### src/rtl/effects_channel_scheduler.sv
// Round-robin scheduler sharing one fixed-latency effects datapath between two
// audio channels, with per-channel gain ramping and tagged result routing.
module effects_channel_scheduler #(
    parameter int DATA_W    = 16,
    parameter int GAIN_W    = 11,
    parameter int LATENCY   = 2,
    parameter int RAMP_STEP = 4
) (
    input  logic              clk,
    input  logic              reset,
    input  logic [DATA_W-1:0] in0_sample,
    input  logic              in0_valid,
    output logic              in0_ready,
    input  logic [DATA_W-1:0] in1_sample,
    input  logic              in1_valid,
    output logic              in1_ready,
    input  logic [GAIN_W-1:0] gain0_target,
    input  logic [GAIN_W-1:0] gain1_target,
    output logic [DATA_W-1:0] dp_sample,
    output logic [GAIN_W-1:0] dp_gain,
    output logic              dp_valid,
    input  logic [DATA_W-1:0] dp_result,
    output logic [DATA_W-1:0] out0_sample,
    output logic              out0_valid,
    output logic [DATA_W-1:0] out1_sample,
    output logic              out1_valid,
    output logic              busy
);

    localparam logic [GAIN_W-1:0] STEP = GAIN_W'(RAMP_STEP);

    logic               last_grant;
    logic               grant0;
    logic               grant1;
    logic               accept;
    logic               accept_chan;
    logic [GAIN_W-1:0]  gain_cur0;
    logic [GAIN_W-1:0]  gain_cur1;
    logic               dp_chan;
    logic [LATENCY-1:0] tag_valid;
    logic [LATENCY-1:0] tag_chan;

    // Moves the current gain toward the target by at most STEP, landing exactly on it.
    function automatic logic [GAIN_W-1:0] ramp(input logic [GAIN_W-1:0] cur,
                                               input logic [GAIN_W-1:0] target);
        logic [GAIN_W-1:0] diff;
        if (target > cur) begin
            diff = target - cur;
            ramp = (diff > STEP) ? cur + STEP : target;
        end else begin
            diff = cur - target;
            ramp = (diff > STEP) ? cur - STEP : target;
        end
    endfunction

    always_comb begin
        grant0 = in0_valid & (~in1_valid | last_grant);
        grant1 = in1_valid & (~in0_valid | ~last_grant);
    end

    assign in0_ready   = grant0 & ~reset;
    assign in1_ready   = grant1 & ~reset;
    assign accept      = in0_ready | in1_ready;
    assign accept_chan = in1_ready;
    assign busy        = dp_valid | (|tag_valid);

    always_ff @(posedge clk) begin
        if (reset) begin
            last_grant <= 1'b1;
            gain_cur0  <= '0;
            gain_cur1  <= '0;
            dp_valid   <= 1'b0;
            dp_sample  <= '0;
            dp_gain    <= '0;
            dp_chan    <= 1'b0;
        end else begin
            dp_valid <= accept;
            if (accept) begin
                last_grant <= accept_chan;
                dp_chan    <= accept_chan;
                if (accept_chan) begin
                    dp_sample <= in1_sample;
                    dp_gain   <= gain_cur1;
                    gain_cur1 <= ramp(gain_cur1, gain1_target);
                end else begin
                    dp_sample <= in0_sample;
                    dp_gain   <= gain_cur0;
                    gain_cur0 <= ramp(gain_cur0, gain0_target);
                end
            end
        end
    end

    // Tags trail dp_valid so the last stage lines up with the cycle dp_result is valid.
    always_ff @(posedge clk) begin
        if (reset) begin
            tag_valid   <= '0;
            tag_chan    <= '0;
            out0_sample <= '0;
            out1_sample <= '0;
            out0_valid  <= 1'b0;
            out1_valid  <= 1'b0;
        end else begin
            tag_valid[0] <= dp_valid;
            tag_chan[0]  <= dp_chan;
            for (int i = 1; i < LATENCY; i++) begin
                tag_valid[i] <= tag_valid[i-1];
                tag_chan[i]  <= tag_chan[i-1];
            end
            out0_valid <= tag_valid[LATENCY-1] & ~tag_chan[LATENCY-1];
            out1_valid <= tag_valid[LATENCY-1] &  tag_chan[LATENCY-1];
            if (tag_valid[LATENCY-1]) begin
                if (tag_chan[LATENCY-1]) begin
                    out1_sample <= dp_result;
                end else begin
                    out0_sample <= dp_result;
                end
            end
        end
    end

endmodule

### config.mk
export PLATFORM = sky130hd
export DESIGN_NAME = effects_channel_scheduler
export DESIGN_NICKNAME = d
export VERILOG_FILES = /design/src/rtl/effects_channel_scheduler.sv
export SDC_FILE = /design/constraint.sdc
export NUM_CORES = 1
export LEC_CHECK = 0
export ABC_AREA = 1
export CAP_MARGIN = 25
export CELL_PAD_IN_SITES_DETAIL_PLACEMENT = 1
export CELL_PAD_IN_SITES_GLOBAL_PLACEMENT = 1
export CORE_ASPECT_RATIO = 1.4
export CORE_MARGIN = 2
export CORE_UTILIZATION = 39
export CTS_CLUSTER_DIAMETER = 200
export CTS_CLUSTER_SIZE = 24
export DETAILED_ROUTE_END_ITERATION = 10
export GPL_TIMING_DRIVEN = 0
export HOLD_SLACK_MARGIN = 0.15
export PLACE_DENSITY = 0.93
export SLEW_MARGIN = 30
export SYNTH_ARGS = -nofsm -noshare
export SYNTH_HDL_FRONTEND = slang
export SYNTH_SLANG_ARGS = --single-unit
### constraint.sdc
create_clock -name clk -period 6.67 [get_ports clk]
set_clock_uncertainty 0.05 [all_clocks]
set_input_delay 1.334 -clock clk [delete_from_list [all_inputs] [get_ports clk]]
set_output_delay 1.334 -clock clk [all_outputs]
set_load 0.01 [all_outputs]
; ---- After elaboration in Yosys (flattened, before gate mapping)
; Index checks and enable logic that the tools add are counted.
[word_totals]
ff_bits = 90
input_bits = 74
out_inout_bits = 65
word_cells = 56
[classes]
addsub = 8
order_cmp = 6
n_mux = 8
n_bitwise = 16
reduce_logical = 5
[op_table]
columns = cell, count
row1 = $mux 11, 7
row2 = $gt 11x3->1 const B, 4
row3 = $sub 11x11->11, 4
row4 = $add 11x3->11 const B, 2
row5 = $gt 11x11->1, 2
row6 = $sub 11x3->11 const B, 2
row7 = $mux 16, 1
row8 = $reduce_and 2->1, 4
row9 = $and 1x1->1, 6
row10 = $not 1->1, 6
row11 = $or 1x1->1, 4
row12 = $reduce_or 2->1, 1

; ---- Logic depth before layout (Yosys ltp)
; Gate-level depths: netlist (run 1).
[depth]
depth_word = 6
mapped_depth = 21
mapped_depth_nobuf = 20

; ---- Least setup slack after synthesis (run 1)
; OpenSTA, ideal clock, no wires.
[synth_timing]
kind = input to output
startpoint = in reset
endpoint = out in1_ready
arrival_time_ns = 2.287
required_ns = 5.286
slack_ns = 2.999
stages = 4
path_buffers = 3
cell_sequence = clkbuf_1 nor2_1 clkbuf_1 clkbuf_1
[synth_between]
elab_chain_cells = 2
[synth_rtl]
columns = element, line_no
row1 = from (decl), 10  ; input logic reset,
row2 = $not 1->1, 62  ; assign in1_ready = grant1 & ~reset;
row3 = $and 1x1->1, 62
row4 = to (decl), 16  ; output logic in1_ready,
; Every way passes these cells.

; ---- Worst setup path in the final report (run 1)
; Ends and elaborated chain as after synthesis.

==> flow_metrics.tcl, run 1 <==
set metrics [dict create \
    syn_to_final_growth_pct 29.59 \
    grt.busiest_layer "met2" \
    grt_util_met3 0.02960 \
    fin_setup_tns_ns 0 \
    die_h_um 160.1 \
    place.gp.congestion 0.9288 \
    synth_edf_count 0 \
    routed_wl_um 26710 \
    h-tree-depth 3 \
    ant_nets 0 \
    post-cts-setup-buffer-count 0 \
    final_common_cell "nand2_1" \
    cts_tree "built" \
    avgSynthCellArea_um2 6.215 \
    crit_type "input pin to primary output" \
    cp_top_family "buffers and inverters" \
    worst_pin_slew_ns 0.6089 \
    async_reset_ff_frac 0 \
    finalCritPeriodShare 0.7901 \
    worst-path-buf-inv 5 \
    synth_area_mm2 0.006787 \
    syn_inst 1092 \
    synth.distinct_cells 40 \
    drtIter0Drc 386 \
    fillers 2323 \
    multiInputGateArea_mm2 0.004333 \
    grt_max_degree 17 \
    layout_common_cells "295 x nand2_1, 138 x clkdlybuf4s50_1, 132 x inv_1" \
    irDropWorstVdd_uv 118.3 \
    startpoint_type "input pin" \
    core_mm2 0.01719 \
    viasPerCell 5.342 \
    numCtsBuffers 9 \
    cpPeakStageDelay_ns 0.64 \
    hp-start "tag_chan[0]" \
    synth_ff_type "dfxtp_1" \
    hpwlAfterDp_um 21400 \
    critPathLaunch "reset" \
    drc 0 \
    use_met2 0.5572 \
    yosys_warnings 0 \
    cts_buffer_depth 2 \
    insertion_delay_ns 0.35 \
    p_per_area_mw_per_mm2 210.7 \
    required_ns 5.29 \
    setup_viol 0 \
    ioPinCount 139 \
    min_path_cells 2 \
    critPathMaxFanout 10 \
    nNetsFinal 1363 \
    antenna_found_initial 1 \
    regArea_mm2 0.001802 \
    cpMostUsedCell "clkbuf_1" \
    critPathCaptureType "primary output" \
    grt_pass1_vias 8452 \
    power_leakage_nw 4.103 \
    grt.overflow.total 0 \
    finalHoldViolCount 0 \
    rsz0062_at_grt "false" \
    timing.slew.headroom 0.5941 \
    dieArea_mm2 0.01849 \
    cts_hold_buf 0 \
    ys_ff_latch 90 \
    grt_pass1_wl_um 42320 \
    rr_worst_depth 13 \
    run_status "complete, no violations" \
    r2r-start "gain_cur1[4]" \
    wl_per_cell_um 18.01 \
    clock_sinks 90 \
    crit_arrival_ns 3.89 \
    initial_core_util 0.3948 \
    cts.repair.resized 0 \
    first_pass_iters 5 \
    layout-drive-gt1-share 0.04334 \
    row_count 57 \
    drv_cap 0 \
    cpMaxStageDelayCell "clkdlybuf4s50_1" \
    die_w_um 115.5 \
    max_freq_mhz 189.7 \
    fin_crit_ns 5.270 \
    grtUsageMet1 0.2961 \
    io_buffers 138 \
    hp-class "flip-flop to flip-flop" \
    clk_pin_slew_ns 0.07 \
    final_max_slew_viol_count 0 \
    power_mw 1.853 \
    path_depth 6 \
    root_buffer "clkbuf_16" \
    vias 7922 \
    grt.total_usage 0.2895 \
    synth_nets 1214 \
    yosysSeqAreaShare 0.2655 \
    cp_cell_sequence "clkdlybuf4s50_1, clkbuf_1, nor2_1, clkbuf_1, clkbuf_1, clkdlybuf4s50_1" \
]
==> cell families (layout without fill, tap and decap cells) <==
family	after synthesis	after routing	share of synthesized area
flip-flops	90	90	0.2655
AND/OR/NAND/NOR	596	596	0.3798
adder cells (fa/ha/maj)	48	48	0.09071
XOR/XNOR	29	29	0.04019
AO/OA/AOI/OAI	159	159	0.1272
buffers and inverters	170	324	0.09661
other	0	1	0
==> cell usage after synthesis, types with 2 or more instances <==
cell type,n,area share
nand2_2,9,0.0083
nor3_1,7,0.0052
clkbuf_1,25,0.014
nand4_1,23,0.021
xor2_1,26,0.034
nor2_2,8,0.0074
ha_1,46,0.085
xnor2_1,2,0.0026
o21bai_1,11,0.012
o22ai_1,3,0.0028
fa_1,2,0.0059
nand3_2,3,0.0044
clkinv_1,6,0.0033
buf_2,2,0.0015
nand3_1,122,0.090
o21ai_0,75,0.055
nand3b_1,2,0.0022
dfxtp_1,90,0.27
or2_2,3,0.0028
a21oi_1,52,0.038
a21oi_2,2,0.0026
nand2_1,295,0.16
buf_4,2,0.0022
nor2_4,3,0.0050
inv_1,132,0.073
nor2_1,118,0.065
a31oi_1,10,0.0092
==> per-layer routing <==
| metal | share of wire | up-vias |
|---|---|---|
| met5 | 0 | - |
| met4 | 0.053 | 0 |
| met3 | 0.026 | 83 |
| met2 | 0.56 | 190 |
| met1 | 0.37 | 3832 |
| li1 | - | 3817 |
==> flip-flops by register name, summed over array words and instances, names as in the netlist <==
signal	flops
gain_cur1	11
dp_chan	1
out1_valid	1
tag_valid	2
tag_chan	2
dp_valid	1
gain_cur0	11
out0_sample	16
out0_valid	1
dp_sample	16
out1_sample	16
dp_gain	11
last_grant	1
==> stage by stage <==
stage / hold WS, ns / util / instance area [um^2] / worst slack [ns] / cells
global route: 0.3866 / 0.5117 / 8795 / 1.255 / 1483
floorplan: 0.3383 / - / 6787 / 2.999 / 1092
finish: 0.3557 / 0.5117 / 8795 / 1.400 / 1483
detailed placement: 0.3587 / 0.4924 / 8463 / 1.472 / 1466
global placement: 0.3519 / 0.4924 / 8463 / 1.469 / 1466
CTS: 0.3587 / 0.5113 / 8788 / 1.449 / 1482
==> worst register-to-register path: stages, from the launching register on <==
cell       delay, ns
dfxtp_1         0.35
clkbuf_1        0.31
inv_1           0.13
ha_1            0.23
a21oi_1         0.33
nor2_1          0.10
nor2_1          0.19
o2111ai_1       0.12
nand2_1         0.33
clkinv_1        0.39
nand2_2         0.24
nand3_2         0.13
nand3_1         0.12
nand2_1         0.06
==> final cells by class <==
| cell class | instances | area share |
|---|---|---|
| Inverter | 139 | 0.05933 |
| Clock buffer | 10 | 0.02604 |
| Antenna cell | 1 | 0.0002845 |
| Sequential cell | 90 | 0.2049 |
| Tap cell | 236 | 0.03358 |
| Timing Repair Buffer | 138 | 0.1571 |
| Clock inverter | 6 | 0.01095 |
| Buffer | 31 | 0.01522 |
| Multi-Input combinational cell | 832 | 0.4927 |
==> final timing paths <==
| kind | endpoint | slack, ns |
|---|---|---|
| worst max-delay path | in1_ready | 1.40 |
| worst min-delay path | tag_chan[1] | 0.36 |
| worst max register to register | gain_cur1[0] | 3.49 |
| worst min register to register | tag_chan[1] | 0.36 |
==> power breakdown <==
part | leakage (nW) | switching (mW) | total (mW) | internal [mW]
Clock | 0.156 | 0.233 | 0.567 | 0.334
Combinational | 3.21 | 0.427 | 0.680 | 0.253
Sequential | 0.737 | 0.0346 | 0.606 | 0.571
Total | 4.10 | 0.695 | 1.85 | 1.16
No activity file was read; power rests on OpenSTA's default activity.
==> run 2, diff against run 1 <==
- CORE_UTILIZATION: 39 -> 36
- PLACE_DENSITY: 0.93 -> 0.87
- clock period: 6.67 -> 5.5 ns (I/O delays scaled with it)
==> run 2 against run 1 <==
Count of clock-buffer cells in the layout unchanged. Register-to-register slack worse by 1.2 ns. Core utilization down 3.8 points. First-iteration DRC count down 3.4%. Critical path type unchanged. Largest cell class unchanged.
==> flow_metrics.tcl, run 2 (same netlist as run 1, synthesis figures left out) <==
set metrics [dict create \
    run_status "complete, no violations" \
    finalCritPeriodShare 0.8706 \
    dieArea_mm2 0.01998 \
    fin_setup_tns_ns 0 \
    syn_to_final_growth_pct 29.30 \
    fillers 2489 \
    wl_per_cell_um 17.21 \
    insertion_delay_ns 0.35 \
    h-tree-depth 3 \
    initial_core_util 0.3663 \
    drtIter0Drc 373 \
    timing.slew.headroom 0.4263 \
    cts_buffer_depth 2 \
    grt.overflow.total 0 \
    placed_cell_area_mm2 0.008473 \
    grt.total_usage 0.2589 \
    power_leakage_nw 4.092 \
    post-cts-setup-buffer-count 0 \
    irDropWorstVdd_uv 183.5 \
    p_per_area_mw_per_mm2 249.5 \
    clock_sinks 90 \
    row_count 59 \
    critPathLaunch "reset" \
    required_ns 4.35 \
    viasPerCell 5.262 \
    antenna_found_initial 0 \
    layout-drive-gt1-share 0.04254 \
    routed_wl_um 25650 \
    antenna_cells 0 \
    clk_pin_slew_ns 0.07 \
    grt_pass1_wl_um 41240 \
    hp-start "tag_chan[0]" \
    first_pass_iters 4 \
    grt_pass1_vias 8073 \
    max_freq_mhz 208.8 \
    root_buffer "clkbuf_16" \
    die_w_um 120.0 \
    final_max_slew_viol_count 0 \
    nNetsFinal 1363 \
    largestRegisters "dp_sample x16, out0_sample x16, out1_sample x16" \
    cts_tree "built" \
    grt_max_degree 17 \
    drc 0 \
    startpoint_type "input pin" \
    crit_arrival_ns 3.64 \
    final_common_cell "nand2_1" \
    core_mm2 0.01853 \
    post-route-cell-area_mm2 0.008775 \
    worst_pin_slew_ns 0.8606 \
    io_buffers 138 \
    cts_hold_buf 0 \
    fin_cells 1490 \
    critPathMaxFanout 10 \
    hpwlAfterDp_um 20850 \
    vias 7841 \
    die_h_um 166.5 \
    crit_type "input pin to primary output" \
    post-place-cells 1474 \
    r2r-start "gain_cur1[4]" \
    cts.repair.resized 0 \
    setup_viol 0 \
    place.gp.congestion 0.9513 \
    power_mw 2.189 \
    layout_common_cells "295 x nand2_1, 138 x clkdlybuf4s50_1, 132 x inv_1" \
    setup_ws_ns 0.7118 \
    finalHoldViolCount 0 \
    ant_nets 0 \
    hp-class "flip-flop to flip-flop" \
    fin_util 0.4736 \
    critPathCaptureType "primary output" \
    pre_cts_slack_ns 0.6807 \
    holdWs_ns 0.3517 \
    drv_cap 0 \
    numCtsBuffers 9 \
    rsz0062_at_grt "false" \
    fin_crit_ns 4.788 \
    ioPinCount 139 \
]
## run 2: cell count changes in the layout (fill, tap and decap cells not counted)
cell	delta
a21oi_1	+1
a21oi_2	-1
bufinv_16	-1
clkinv_4	+1
diode_2	-1
inv_6	+1
inv_8	-1
## run 2: critical path, cell delays in order
cell and delay [ns]:
clkdlybuf4s50_1 0.44, clkbuf_1 0.26, nor2_1 0.22, clkbuf_1 0.50, clkbuf_1 0.48, clkdlybuf4s50_1 0.64
## run 2: final cells by class
cell class                 instances  area, um^2  area share
sequential                        90        1802      0.2053
inverter                         139       521.8     0.05946
multi-input combinational        832        4329      0.4934
timing repair buffer             138        1381      0.1574
buffer                            31       133.9     0.01526
tap                              244       305.3     0.03479
clock buffer                      10       229.0     0.02609
clock inverter                     6       72.57    0.008270
## run 2: final timing paths
path,depth (start not counted),end,slack [ns]
max reg2reg,13,gain_cur1[10],2.31
max,6,in1_ready,0.71
min reg2reg,2,tag_chan[1],0.35
min,2,tag_chan[1],0.35
## run 2: routing by layer
metal  part of all wire  GRT usage
met5                  0          0
met4              0.047     0.1243
met3              0.021    0.02637
met2               0.55     0.5020
met1               0.39     0.2719
## run 2: power by group
| group | internal [mW] | switching (mW) |
|---|---|---|
| Sequential | 0.693 | 0.0393 |
| Combinational | 0.306 | 0.505 |
| Clock | 0.359 | 0.288 |
| Total | 1.36 | 0.831 |
==> run 3, diff against run 2 <==
- CTS_CLUSTER_SIZE: 24 -> 14
==> results of run 3 <==
The final DEF is identical to that of run 2; final timing and power are the same.
